$ cat config.mk
export PLATFORM = sky130hd
export DESIGN_NAME = instr_fetch
export DESIGN_NICKNAME = d
export VERILOG_FILES = /design/src/rtl/cpu_pkg.sv /design/src/rtl/fetch_skid_buf.sv /design/src/rtl/instr_fetch.sv
export SDC_FILE = /design/constraint.sdc
export NUM_CORES = 1
export LEC_CHECK = 0
export CAP_MARGIN = 20
export CORE_MARGIN = 3
export CORE_UTILIZATION = 43
export DETAILED_ROUTE_END_ITERATION = 8
export PLACE_DENSITY = 0.78
export SYNTH_ARGS = -nofsm -noshare
export SYNTH_HDL_FRONTEND = slang
export SYNTH_HIERARCHICAL = 1
export SYNTH_SLANG_ARGS = --single-unit
$ cat constraint.sdc
create_clock -name clk -period 4.4 [get_ports clk]
set_input_delay 1.32 -clock clk [delete_from_list [all_inputs] [get_ports clk]]
set_output_delay 1.32 -clock clk [all_outputs]
set_load 0.05 [all_outputs]
$ cat src/rtl/cpu_pkg.sv
// Shared CPU front-end constants: default bus widths, reset PC and instruction size.
package cpu_pkg;
  localparam int unsigned ADDR_WIDTH_DEF = 16;
  localparam int unsigned WORD_WIDTH_DEF = 32;
  localparam int unsigned RESET_PC_DEF   = 0;
  localparam int unsigned INSTR_BYTES    = 4;
endpackage

$ cat src/rtl/fetch_skid_buf.sv
// Two-entry FIFO holding fetched {pc, instr} pairs between the ROM response and decode.
module fetch_skid_buf #(
  parameter int unsigned DW = 48
) (
  input  logic          clk,
  input  logic          rst,
  input  logic          push,
  input  logic          pop,
  input  logic          flush,
  input  logic [DW-1:0] push_data,
  output logic [1:0]    count,
  output logic [DW-1:0] head
);
  logic [DW-1:0] mem [2];
  logic          wr_ptr;
  logic          rd_ptr;

  // Flush wins over push/pop so a redirect never leaks a stale entry.
  always_ff @(posedge clk or posedge rst) begin
    if (rst) begin
      for (int i = 0; i < 2; i++) mem[i] <= '0;
      wr_ptr <= 1'b0;
      rd_ptr <= 1'b0;
      count  <= 2'd0;
    end else if (flush) begin
      wr_ptr <= 1'b0;
      rd_ptr <= 1'b0;
      count  <= 2'd0;
    end else begin
      if (push) begin
        mem[wr_ptr] <= push_data;
        wr_ptr      <= ~wr_ptr;
      end
      if (pop) rd_ptr <= ~rd_ptr;
      count <= count + 2'(push) - 2'(pop);
    end
  end

  assign head = mem[rd_ptr];
endmodule

$ cat src/rtl/instr_fetch.sv
// Fetch stage: owns the PC, drives the synchronous ROM and hands {pc, instr} to decode.
module instr_fetch
  import cpu_pkg::*;
#(
  parameter int unsigned ADDR_WIDTH = ADDR_WIDTH_DEF,
  parameter int unsigned WORD_WIDTH = WORD_WIDTH_DEF,
  parameter logic [ADDR_WIDTH-1:0] RESET_PC = ADDR_WIDTH'(RESET_PC_DEF)
) (
  input  logic                  clk,
  input  logic                  rst,
  output logic [ADDR_WIDTH-1:0] rom_addr,
  input  logic [WORD_WIDTH-1:0] rom_data,
  input  logic                  redirect_valid,
  input  logic [ADDR_WIDTH-1:0] redirect_pc,
  output logic                  out_valid,
  input  logic                  out_ready,
  output logic [ADDR_WIDTH-1:0] out_pc,
  output logic [WORD_WIDTH-1:0] out_instr
);
  localparam int unsigned DW = ADDR_WIDTH + WORD_WIDTH;

  logic [ADDR_WIDTH-1:0] pc_q;
  logic [ADDR_WIDTH-1:0] req_pc_q;
  logic                  req_valid_q;
  logic [1:0]            count;
  logic [DW-1:0]         head;
  logic                  pop;
  logic                  issue;
  logic [2:0]            occupancy;

  assign pop       = out_valid && out_ready;
  // Slots already claimed next cycle: buffered + in-flight - leaving now.
  assign occupancy = 3'(count) + 3'(req_valid_q) - 3'(pop);
  assign issue     = !redirect_valid && (occupancy < 3'd2);

  always_ff @(posedge clk or posedge rst) begin
    if (rst) begin
      pc_q        <= RESET_PC;
      req_pc_q    <= '0;
      req_valid_q <= 1'b0;
    end else if (redirect_valid) begin
      pc_q        <= redirect_pc & ~ADDR_WIDTH'(3);
      req_valid_q <= 1'b0;
    end else if (issue) begin
      pc_q        <= pc_q + ADDR_WIDTH'(INSTR_BYTES);
      req_pc_q    <= pc_q;
      req_valid_q <= 1'b1;
    end else begin
      req_valid_q <= 1'b0;
    end
  end

  fetch_skid_buf #(.DW(DW)) u_skid (
    .clk       (clk),
    .rst       (rst),
    .push      (req_valid_q),
    .pop       (pop),
    .flush     (redirect_valid),
    .push_data ({req_pc_q, rom_data}),
    .count     (count),
    .head      (head)
  );

  assign rom_addr               = pc_q;
  assign out_valid              = (count != 2'd0);
  assign {out_pc, out_instr}    = head;
endmodule
==> flow_metrics.py <==
metrics = {
    "yosys": {
        "synth_top_area_share": 0.559,
        "yosysMostFrequentCell": "mux2_2",
        "synth_seq_cells": 129,
        "ys.flop_type": "dfrtp_1",
        "yosys-top-cells-count": "mux2_2 (139), dfrtp_1 (129), mux2_1 (20)",
        "async_flop_share": 1.00,
        "synth_cells": 404,
        "synth_edf_count": 0,
        "synth.avg_cell_area_um2": 14.3,
        "synthTopCellsByArea": "dfrtp_1 (56%), mux2_2 (27%), mux2_1 (3.9%), xnor2_1 (1.7%), nand2_1 (0.98%)",
        "yosysUniqueCellTypes": 37,
        "synth-seq-area-share": 0.559,
        "synth_area_leader_cell": "dfrtp_1",
        "ys_warn_count": 6,
        "synth_area_mm2": 0.00577,
    },
    "critical_path": {
        "r2r_cells": 9,
        "end_kind": "register",
        "worst-r2r-setup-slack_ns": 1.38,
        "r2r-start": "u_skid/count[1]",
        "cp_data_required_time_ns": 4.72,
        "worstPathCellList": "clkdlybuf4s50_1 > and2_1 > ha_1 > nor2b_1 > fa_1 > or3_1 > or4_1 > a31oi_1",
        "worstSetupStartpointType": "input port",
        "crit_buf_inv": 1,
        "crit_fanout": 8,
        "endpoint": "rom_addr[13]",
        "critPathLaunch": "out_ready",
        "worst-path-stages": 8,
        "critPathKind": "in -> reg",
        "r2r_end": "rom_addr[13]",
        "cp_slowest_cell": "fa_1",
        "max_stage_delay_ns": 0.56,
        "path_delay_family": "simple AND/OR/NAND/NOR gates",
        "worstPathArrival_ns": 4.08,
    },
    "timing": {
        "grt_setup_unrepaired": "false",
        "clock.fmax_mhz": 266,
        "maxSlewViolCount": 0,
        "relSlewSlack": 0.533,
        "tns_ns": 0,
        "timing.hold.ws_ns": 0.478,
        "hold_viol_final": 0,
        "tightestPinTransition_ns": 0.701,
        "clock_skew_ns": 0.00860,
        "finalSetupViolations": 0,
        "period_minus_slack_ns": 3.76,
        "finalCritPeriodShare": 0.854,
    },
    "floorplanning": {
        "dieArea_mm2": 0.0148,
        "initial_core_util": 0.448,
        "num_rows": 41,
        "die_h_um": 122,
        "fp.coreArea_mm2": 0.0129,
        "io_pins": 117,
        "dieWidth_um": 122,
    },
    "cts": {
        "cts_resized": 0,
        "cts_hold_buf": 0,
        "clock_sinks": 129,
        "htree_levels": 4,
        "clk_pin_slew_ns": 0.05,
        "clk_path_buf_depth": 2,
        "cts_setup_buffers": 0,
        "clock_latency_ns": 0.40,
        "cts_tree": "built",
        "cts_root_buf": "clkbuf_16",
        "cts_buffers": 17,
    },
    "global_routing": {
        "grt_overflow": 0,
        "grt_use_total": 0.168,
        "grt_pass1_vias": 4036,
        "antenna_found_initial": 0,
        "grt_pass1_wl_mm": 19.5,
        "grt_max_degree": 49,
    },
    "pwr": {
        "p_per_area_mw_per_mm2": 862,
        "vdd_drop_max_mv": 0.426,
        "total_power_mw": 6.59,
        "leakagePower_nw": 3.26,
    },
    "routing": {
        "vias_per_cell": 5.10,
        "drc": 0,
        "drtIter0Drc": 226,
        "num_vias": 3629,
        "firstDrtPassIters": 4,
        "postRouteAntennaNets": 0,
        "avgRoutedWirePerCell_um": 16.9,
        "wl_mm": 12.0,
        "top_layer_used": "met4",
        "wl_met2_mm": 5.87,
        "wl_met1_mm": 5.36,
        "wl_met3_um": 645,
    },
    "placed_design": {
        "gp_congestion": 0.793,
        "hpwl_mm": 7.84,
        "place_inst": 679,
        "numPortBuffers": 112,
        "dpl-instance-area_mm2": 0.00707,
    },
    "outcome": {
        "status": "completed",
    },
    "cells_and_area": {
        "fill_cells": 1036,
        "multi_input_area_mm2": 0.00240,
        "syn2layout_area_growth_pct": 32.6,
        "regArea_mm2": 0.00323,
        "final_nets": 584,
        "diodes": 0,
        "stdcell_area_mm2": 0.00765,
        "layout-drive-gt1-share": 0.334,
        "stdcell_count": 711,
    },
    "min_path": {
        "hold_path.class": "reg -> reg",
    },
    "run": {
        "drv_cap": 0,
    },
}
## per-stage QoR
step	utilization	setup slack [ns]
floorplan	-	0.461
global placement	0.549	0.264
detailed placement	0.549	0.256
CTS	0.592	0.659
global route	0.594	0.553
finish	0.594	0.643
## cell usage in the layout (no fill, tap or decap), drive strengths merged
master         Yosys  final
mux2             159    159
dfrtp            129    129
clkdlybuf4s50      0    112
clkbuf             5     25
nand2             15     15
xnor2             11     11
nor2               9      9
o21ai              9      9
inv                9      9
buf               17      9
conb               1      6
clkinv             0      5
ha                 4      4
nand4b             3      3
nand3              3      3
nor4               3      3
nor3b              3      3
nor3               3      3
or3                2      2
o31ai              2      2
or4                2      2
a31oi              2      2
nor2b              2      2
nand4              2      2
mux2i              1      1
nor4b              1      1
a221o              1      1
xor2               1      1
o311ai             1      1
and2               1      1
fa                 1      1
bufinv             0      1
nand3b             1      1
xnor3              1      1
## cell type report
| type | count | share of cell area |
|---|---|---|
| Timing Repair Buffer | 121 | 0.160 |
| Clock inverter | 6 | 0.00720 |
| Inverter | 9 | 0.00474 |
| Sequential cell | 129 | 0.422 |
| Tap cell | 172 | 0.0281 |
| Multi-Input combinational cell | 249 | 0.313 |
| Clock buffer | 25 | 0.0648 |
## report_power, final
group | internal (mW) | total, mW | switching (mW)
clock network | 0.829 | 1.30 | 0.473
logic | 1.40 | 3.24 | 1.84
registers | 1.73 | 2.05 | 0.324
total | 3.96 | 6.59 | 2.63
## sequential cells by signal, summed over array words and instances, names as in the netlist
| signal | flops |
|---|---|
| req_pc_q | 14 |
| req_valid_q | 1 |
| rom_addr | 14 |
| u_skid/count | 2 |
| u_skid/mem | 96 |
| u_skid/rd_ptr | 1 |
| u_skid/wr_ptr | 1 |
## metal layers
metal  vias up  GRT usage
met4         0     0.0574
met2       103      0.288
met3        13     0.0376
met1      1833      0.211
met5         -          0
li1       1680          -
## worst min path at each step
stage	startpoint	cells past startpoint	end
floorplan	u_skid/mem[48]	1	u_skid/mem[48]
global placement	u_skid/mem[58]	1	u_skid/mem[58]
detailed placement	u_skid/mem[55]	1	u_skid/mem[55]
CTS	u_skid/mem[55]	1	u_skid/mem[55]
global route	u_skid/mem[61]	1	u_skid/mem[61]
finish	u_skid/mem[55]	1	u_skid/mem[55]
## kinds of logic (layout without fill, tap and decap cells)
| kind of cell | Yosys count | after routing | synth area share |
|---|---|---|---|
| buffers and inverters | 31 | 161 | 0.0295 |
| adder cells (fa/ha/maj) | 5 | 5 | 0.0121 |
| AND/OR/NAND/NOR | 50 | 50 | 0.0484 |
| XOR/XNOR | 13 | 13 | 0.0221 |
| multiplexers | 160 | 160 | 0.312 |
| AO/OA/AOI/OAI | 15 | 15 | 0.0158 |
| flip-flops | 129 | 129 | 0.559 |
| other | 1 | 6 | 0.000650 |
(Power assumes the default switching activity.)
